### src/rtl/inst_burst_reader_if.sv
`default_nettype none
// ============================================================================
//  Module      : inst_burst_reader_if
//  Description : Bundles the cache-side line-fill handshake and the AXI4
//                read-address / read-data channels of the instruction-side
//                line-fill engine.
//                master : the burst reader (drives AR, rready, line_*)
//                slave  : the environment (cache + AXI slave)
//  Ports       : none (signal bundle only)
//  Revision    : 1.0  initial release
// ============================================================================
interface inst_burst_reader_if;
   // cache side
   logic [31:0] line_addr;
   logic        line_req;
   logic        line_addr_ok;
   logic [31:0] line_data;
   logic        line_valid;
   logic        line_last;
   logic        bus_err;
   // AXI4 read address channel
   logic [3:0]  arid;
   logic [31:0] araddr;
   logic [7:0]  arlen;
   logic [2:0]  arsize;
   logic [1:0]  arburst;
   logic        arvalid;
   logic        arready;
   // AXI4 read data channel
   logic [3:0]  rid;
   logic [31:0] rdata;
   logic [1:0]  rresp;
   logic        rlast;
   logic        rvalid;
   logic        rready;

   modport master (
      input  line_addr, line_req, arready, rid, rdata, rresp, rlast, rvalid,
      output line_addr_ok, line_data, line_valid, line_last, bus_err,
             arid, araddr, arlen, arsize, arburst, arvalid, rready
   );

   modport slave (
      output line_addr, line_req, arready, rid, rdata, rresp, rlast, rvalid,
      input  line_addr_ok, line_data, line_valid, line_last, bus_err,
             arid, araddr, arlen, arsize, arburst, arvalid, rready
   );
endinterface
`default_nettype wire

### src/rtl/inst_burst_reader.sv
`default_nettype none
// ============================================================================
//  Module      : inst_burst_reader
//  Description : Instruction-side line-fill engine. Accepts one line-aligned
//                miss address, issues one AXI4 INCR burst of LINE_WORDS
//                32-bit beats and streams each beat back to the cache with
//                valid/last strobes. One outstanding burst at a time.
//  Ports       : clk  - clock
//                rst  - synchronous active-high reset
//                bus  - inst_burst_reader_if.master (cache + AXI read bundle)
//  Parameters  : LINE_WORDS - beats per line (power of two, 2..16)
//                AXI_ID     - constant ARID
//                KSEG_FOLD  - 1: fold kseg0/kseg1 addresses to physical
//  Revision    : 1.0  initial release
// ============================================================================
module inst_burst_reader #(
   parameter int         LINE_WORDS = 16,
   parameter logic [3:0] AXI_ID     = 4'd0,
   parameter bit         KSEG_FOLD  = 1'b1
) (
   input  wire logic             clk,
   input  wire logic             rst,
   inst_burst_reader_if.master   bus
);

   localparam int                 c_CNT_W = $clog2(LINE_WORDS);
   localparam int                 c_OFF   = c_CNT_W + 2;
   localparam logic [c_CNT_W-1:0] c_LAST  = c_CNT_W'(LINE_WORDS - 1);

   localparam logic [1:0] c_ST_IDLE = 2'd0;
   localparam logic [1:0] c_ST_ADDR = 2'd1;
   localparam logic [1:0] c_ST_DATA = 2'd2;

   logic [1:0]         r_state;
   logic [1:0]         w_state_next;
   logic [31:0]        r_araddr;
   logic [c_CNT_W-1:0] r_cnt;
   logic               r_bus_err;

   logic [31:0]        w_line_base;
   logic [31:0]        w_fold_addr;
   logic               w_accept;
   logic               w_beat;
   logic               w_at_last;
   logic               w_unused;

   // Line offset bits are forced to zero; kseg0 (0x8..) and kseg1 (0xA..)
   // both map onto the same physical window by dropping bits 31:29.
   assign w_line_base = {bus.line_addr[31:c_OFF], {c_OFF{1'b0}}};
   assign w_fold_addr = (KSEG_FOLD && (w_line_base[31:30] == 2'b10))
                        ? {3'b000, w_line_base[28:0]} : w_line_base;

   assign w_accept  = (r_state == c_ST_IDLE) && bus.line_req;
   assign w_beat    = (r_state == c_ST_DATA) && bus.rvalid;
   assign w_at_last = (r_cnt == c_LAST);

   // rid and the in-line offset bits carry no information for this block.
   assign w_unused = ^{bus.rid, bus.line_addr[c_OFF-1:0]};

   // ---------------------------------------------------------------- state
   always_ff @(posedge clk) begin
      if (rst) begin
         r_state <= c_ST_IDLE;
      end else begin
         r_state <= w_state_next;
      end
   end

   // ----------------------------------------------------------- next state
   always_comb begin
      w_state_next = r_state;
      case (r_state)
         c_ST_IDLE: if (bus.line_req)          w_state_next = c_ST_ADDR;
         c_ST_ADDR: if (bus.arready)           w_state_next = c_ST_DATA;
         // The beat counter, not rlast, closes the line.
         c_ST_DATA: if (w_beat && w_at_last)   w_state_next = c_ST_IDLE;
         default:                              w_state_next = c_ST_IDLE;
      endcase
   end

   // -------------------------------------------------------------- outputs
   always_comb begin
      bus.line_addr_ok = 1'b0;
      bus.arvalid      = 1'b0;
      bus.rready       = 1'b0;
      bus.line_valid   = 1'b0;
      bus.line_last    = 1'b0;
      bus.line_data    = 32'd0;
      case (r_state)
         c_ST_IDLE: bus.line_addr_ok = bus.line_req;
         c_ST_ADDR: bus.arvalid      = 1'b1;
         c_ST_DATA: begin
            bus.rready     = 1'b1;
            bus.line_valid = bus.rvalid;
            bus.line_last  = w_beat && w_at_last;
            bus.line_data  = bus.rvalid ? bus.rdata : 32'd0;
         end
         default: ;
      endcase
   end

   assign bus.arid    = AXI_ID;
   assign bus.arlen   = 8'(LINE_WORDS - 1);
   assign bus.arsize  = 3'b010;
   assign bus.arburst = 2'b01;
   assign bus.araddr  = r_araddr;
   assign bus.bus_err = r_bus_err;

   // ------------------------------------------------------------- datapath
   always_ff @(posedge clk) begin
      if (rst) begin
         r_araddr  <= 32'd0;
         r_cnt     <= '0;
         r_bus_err <= 1'b0;
      end else begin
         if (w_accept) begin
            r_araddr <= w_fold_addr;
            r_cnt    <= '0;
         end
         if (w_beat) begin
            // Power-of-two line length lets the counter wrap on its own.
            r_cnt <= r_cnt + 1'b1;
            if ((bus.rresp != 2'b00) || (bus.rlast != w_at_last)) begin
               r_bus_err <= 1'b1;
            end
         end
      end
   end

endmodule
`default_nettype wire

### src/flat_wrapper.sv
// flat-port wrapper written by rule: the top's interface ports become plain ports
module inst_burst_reader_flat 
#(
   parameter int         LINE_WORDS = 16,
   parameter logic [3:0] AXI_ID     = 4'd0,
   parameter bit         KSEG_FOLD  = 1'b1
)
  (clk, rst, bus_line_addr, bus_line_req, bus_arready, bus_rid, bus_rdata, bus_rresp, bus_rlast, bus_rvalid, bus_line_addr_ok, bus_line_data, bus_line_valid, bus_line_last, bus_bus_err, bus_arid, bus_araddr, bus_arlen, bus_arsize, bus_arburst, bus_arvalid, bus_rready);
  inst_burst_reader_if bus_i ();
  input  wire logic clk;
  input  wire logic rst;
  input wire logic [$bits(bus_i.line_addr)-1:0] bus_line_addr;
  input wire logic [$bits(bus_i.line_req)-1:0] bus_line_req;
  input wire logic [$bits(bus_i.arready)-1:0] bus_arready;
  input wire logic [$bits(bus_i.rid)-1:0] bus_rid;
  input wire logic [$bits(bus_i.rdata)-1:0] bus_rdata;
  input wire logic [$bits(bus_i.rresp)-1:0] bus_rresp;
  input wire logic [$bits(bus_i.rlast)-1:0] bus_rlast;
  input wire logic [$bits(bus_i.rvalid)-1:0] bus_rvalid;
  output wire logic [$bits(bus_i.line_addr_ok)-1:0] bus_line_addr_ok;
  output wire logic [$bits(bus_i.line_data)-1:0] bus_line_data;
  output wire logic [$bits(bus_i.line_valid)-1:0] bus_line_valid;
  output wire logic [$bits(bus_i.line_last)-1:0] bus_line_last;
  output wire logic [$bits(bus_i.bus_err)-1:0] bus_bus_err;
  output wire logic [$bits(bus_i.arid)-1:0] bus_arid;
  output wire logic [$bits(bus_i.araddr)-1:0] bus_araddr;
  output wire logic [$bits(bus_i.arlen)-1:0] bus_arlen;
  output wire logic [$bits(bus_i.arsize)-1:0] bus_arsize;
  output wire logic [$bits(bus_i.arburst)-1:0] bus_arburst;
  output wire logic [$bits(bus_i.arvalid)-1:0] bus_arvalid;
  output wire logic [$bits(bus_i.rready)-1:0] bus_rready;
  assign bus_i.line_addr = bus_line_addr;
  assign bus_i.line_req = bus_line_req;
  assign bus_i.arready = bus_arready;
  assign bus_i.rid = bus_rid;
  assign bus_i.rdata = bus_rdata;
  assign bus_i.rresp = bus_rresp;
  assign bus_i.rlast = bus_rlast;
  assign bus_i.rvalid = bus_rvalid;
  assign bus_line_addr_ok = bus_i.line_addr_ok;
  assign bus_line_data = bus_i.line_data;
  assign bus_line_valid = bus_i.line_valid;
  assign bus_line_last = bus_i.line_last;
  assign bus_bus_err = bus_i.bus_err;
  assign bus_arid = bus_i.arid;
  assign bus_araddr = bus_i.araddr;
  assign bus_arlen = bus_i.arlen;
  assign bus_arsize = bus_i.arsize;
  assign bus_arburst = bus_i.arburst;
  assign bus_arvalid = bus_i.arvalid;
  assign bus_rready = bus_i.rready;
  inst_burst_reader #(.LINE_WORDS(LINE_WORDS), .AXI_ID(AXI_ID), .KSEG_FOLD(KSEG_FOLD)) u_core (.clk(clk), .rst(rst), .bus(bus_i));
endmodule
### config.mk
export PLATFORM = sky130hd
export DESIGN_NAME = inst_burst_reader_flat
export DESIGN_NICKNAME = d
export VERILOG_FILES = /design/src/rtl/inst_burst_reader_if.sv /design/src/rtl/inst_burst_reader.sv /design/src/flat_wrapper.sv
export SDC_FILE = /design/constraint.sdc
export NUM_CORES = 1
export LEC_CHECK = 0
export ABC_CLOCK_PERIOD_IN_PS = 3800
export BUFFER_PORTS_ARGS = -buffer_cell sky130_fd_sc_hd__clkbuf_2
export CORE_MARGIN = 1.5
export CORE_UTILIZATION = 39
export CTS_CLUSTER_SIZE = 14
export DETAILED_ROUTE_END_ITERATION = 7
export PLACE_DENSITY = 0.83
export SLEW_MARGIN = 20
export SYNTH_ARGS = -nofsm -noshare
export SYNTH_HDL_FRONTEND = slang
export SYNTH_SLANG_ARGS = --single-unit
### constraint.sdc
create_clock -name clk -period 3.8 [get_ports clk]
set_input_delay 0.38 -clock clk [delete_from_list [all_inputs] [get_ports clk]]
set_output_delay 0.38 -clock clk [all_outputs]
set_load 0.1 [all_outputs]
==> flow_metrics.py <==
metrics = {
    "floorplanning": {
        "die_width_um": 68.0,
        "rows": 23,
        "die_y_um": 68.0,
        "fp.coreArea_um2": 4030,
        "dieArea_um2": 4620,
        "ios": 163,
        "initial_core_util_pct": 40.9,
    },
    "clock_tree": {
        "clockBufferDepth": 2,
        "cts-hold-fix-buffers": 0,
        "ctsHtreeMaxLevel": 2,
        "cts.sinks": 33,
        "worstSkewPairLatency_ns": 0.27,
        "clkTransAtPathRegs_ns": 0.07,
        "clockRootBuffer": "clkbuf_8",
        "cts_resized": 0,
        "cts_buffers": 5,
        "cts_tree": "built",
        "cts_setup_buffers": 0,
    },
    "routing": {
        "wl_per_cell_um": 10.7,
        "wirelength_um": 4110,
        "vias_per_cell": 4.35,
        "route.detailed.drc": 0,
        "drtAntennaViolNets": 0,
        "first_pass_iters": 4,
        "drtIter0Drc": 68,
        "num_vias": 1680,
    },
    "setup_path": {
        "reg2reg_to": "u_core.r_cnt[3]",
        "crit_slowest_cell": "inv_1",
        "crit_family": "buffers and inverters",
        "cp-end-kind": "output pin",
        "reg2reg_slack_ns": 2.02,
        "critPathRequiredTime_ns": 3.42,
        "rr_worst_depth": 4,
        "r2r-start": "u_core.r_state[0]",
        "path_cells": "nand3b_1 > inv_1 > and2_1 > clkbuf_2",
        "worst-setup-path-type": "register to output pin",
        "start_kind": "register",
        "worstPathArrival_ns": 2.21,
        "max_stage_delay_ns": 0.66,
        "worst-path-buf-inv": 2,
        "cp_max_fo": 40,
    },
    "placed_design": {
        "dp_cells": 378,
        "place_hpwl_um": 3250,
        "gp_congestion": 0.734,
        "io_buffers": 129,
    },
    "worst_hold_path": {
        "whs_endpoint": "u_core.bus.araddr[19]",
        "worstHoldPathCells": 3,
        "hold_class": "primary input to register",
        "min_from": "bus_line_addr[19]",
    },
    "global_routing": {
        "grt_start_max_net_pins": 41,
        "grt_pass1_wl_um": 5710,
        "overflow": 0,
        "antenna_found_initial": 0,
        "grt_pass1_vias": 1361,
        "track_usage_pct": 16.1,
    },
    "timing": {
        "finClkSkew_ns": 0.00453,
        "rsz0062_at_grt": "false",
        "clock.fmax_ghz": 0.386,
        "tightest_slew_ns": 0.828,
        "tns_ns": 0,
        "finalSetupViolations": 0,
        "hold_violations": 0,
        "finalMaxSlewViolations": 0,
        "relSlewSlack_pct": 44.7,
        "min_period_ns": 2.59,
        "post-route-period-util_pct": 68.2,
    },
    "synth": {
        "synth_area_leaders": "dfxtp_1, and2_1, nand2_1",
        "synth_edf_count": 0,
        "synth.yosys.seq_area_share_pct": 40.1,
        "synthXorXnorAreaFrac_pct": 0.532,
        "synthSimpleGateAreaFrac_pct": 30.7,
        "syn_avg_cell_area_um2": 7.66,
        "syn-cell-area_um2": 1650,
        "synth_cell_types": 25,
        "synth_compound_area_share_pct": 11.6,
        "synth_top_family_by_area": "simple AND/OR/NAND/NOR gates",
        "synth.area.mux_share_pct": 0,
        "synth_seq_cells": 33,
        "yosysWarnings": 0,
        "syn-instance-count": 215,
        "synth_top_area_cell": "dfxtp_1",
        "ys_async_sr_fraction_pct": 0,
        "synth_top_area_share_pct": 40.1,
        "synth_ff_type": "dfxtp_1",
        "ys_top_cells_by_count": "nand2_1, dfxtp_1, and2_1",
        "yosysMostFrequentCell": "nand2_1",
        "synth_fa_ha_area_share_pct": 0.760,
    },
    "layout": {
        "drive_gt1_share_pct": 41.1,
        "n_antenna_cell": 0,
        "fin_nets": 412,
        "synthToLayoutAreaGrowth_pct": 39.8,
        "instances_no_fill": 386,
    },
    "job": {
        "maxCapViolCount": 0,
    },
    "power": {
        "vdd_ir_drop_max_v": 0.000407,
        "p_per_area_nw_per_um2": 486,
        "p_leak_nw": 1.23,
    },
    "outcome": {
        "status": "finished, final reports clean",
    },
}
routing by layer:
| metal | up-vias | track usage (%) | part of all wire, % |
|---|---|---|---|
| met4 | 0 | 5.25 | 0.66 |
| met3 | 2 | 4.28 | 6.1 |
| met5 | - | 0 | 0 |
| li1 | 879 | - | - |
| met1 | 736 | 20.3 | 44 |
| met2 | 63 | 26.7 | 50 |
cell usage in the layout (no fill, tap or decap), drive strengths merged, types with 2 or more instances in the layout:
cell,instances
and2,32
a311oi,2
nand2,53
nor2b,2
dfxtp,33
clkbuf,136
conb,23
a21oi,30
nor2,3
nand3,6
nand2b,4
where the power goes:
part / switching, W / internal, W / total, W
Combinational: 0.000352 / 0.0000591 / 0.000411
Clock: 0.000119 / 0.000214 / 0.000332
Sequential: 0.0000103 / 0.000366 / 0.000377
Total: 0.000480 / 0.000639 / 0.00112
metrics by stage:
| step | hold WS, ns | instance area (um2) | setup slack (ns) | power [W] | utilization [%] |
|---|---|---|---|---|---|
| 2_1_floorplan | 0.473 | 1730 | 0.928 | 0.000754 | - |
| 3_3_place_gp | 0.440 | 2190 | 1.14 | 0.000793 | 54.3 |
| 3_5_place_dp | 0.447 | 2190 | 1.17 | 0.000796 | 54.3 |
| 4_1_cts | 0.311 | 2300 | 1.01 | 0.00113 | 57.1 |
| 5_1_grt | 0.320 | 2300 | 1.01 | 0.00116 | 57.1 |
| 6_report | 0.320 | 2300 | 1.21 | 0.00112 | 57.1 |
state kept, by name (all words and copies together) (netlist names):
name	flops
u_core.bus.araddr	26
u_core.r_cnt	4
u_core.r_state	2
u_core.bus.bus_err	1
logic make-up after synthesis:
logic type                 Yosys count
and+or+nand+nor                    104
AOI/OAI and AO/OA                   35
other                                2
buffers and inverters               39
xor gates and xnor gates             1
adders and majority gates            1
DFF                                 33
worst register-to-register path, cell delays in order (launching register included):
cell and delay, ns:
dfxtp_1 0.33, nand3b_1 0.25, inv_1 0.66, a41oi_1 0.20, a311oi_1 0.25
how the worst max path moves through the flow:
stage | cells after the start | slack, ns | from | endpoint
2_1_floorplan | 4 | 0.93 | u_core.r_state[0] | bus_line_data[22]
3_3_place_gp | 4 | 1.14 | bus_line_req | bus_line_addr_ok
3_5_place_dp | 4 | 1.17 | bus_line_req | bus_line_addr_ok
4_1_cts | 3 | 1.01 | u_core.r_state[0] | bus_line_addr_ok
5_1_grt | 4 | 1.01 | u_core.r_state[0] | bus_line_data[3]
6_report | 4 | 1.21 | u_core.r_state[0] | bus_line_data[8]
final cells by class:
cell class              instances  area [um2]
flip-flops and latches         33         661
inverters                       2        12.5
repair buffers                129         646
clock buffers                   7        86.3
clock inverters                 1        30.0
multi-input cells             164         805
well taps                      50        62.6
fillers                       395        1730
Note: power is estimated with default switching activity, not from simulation.
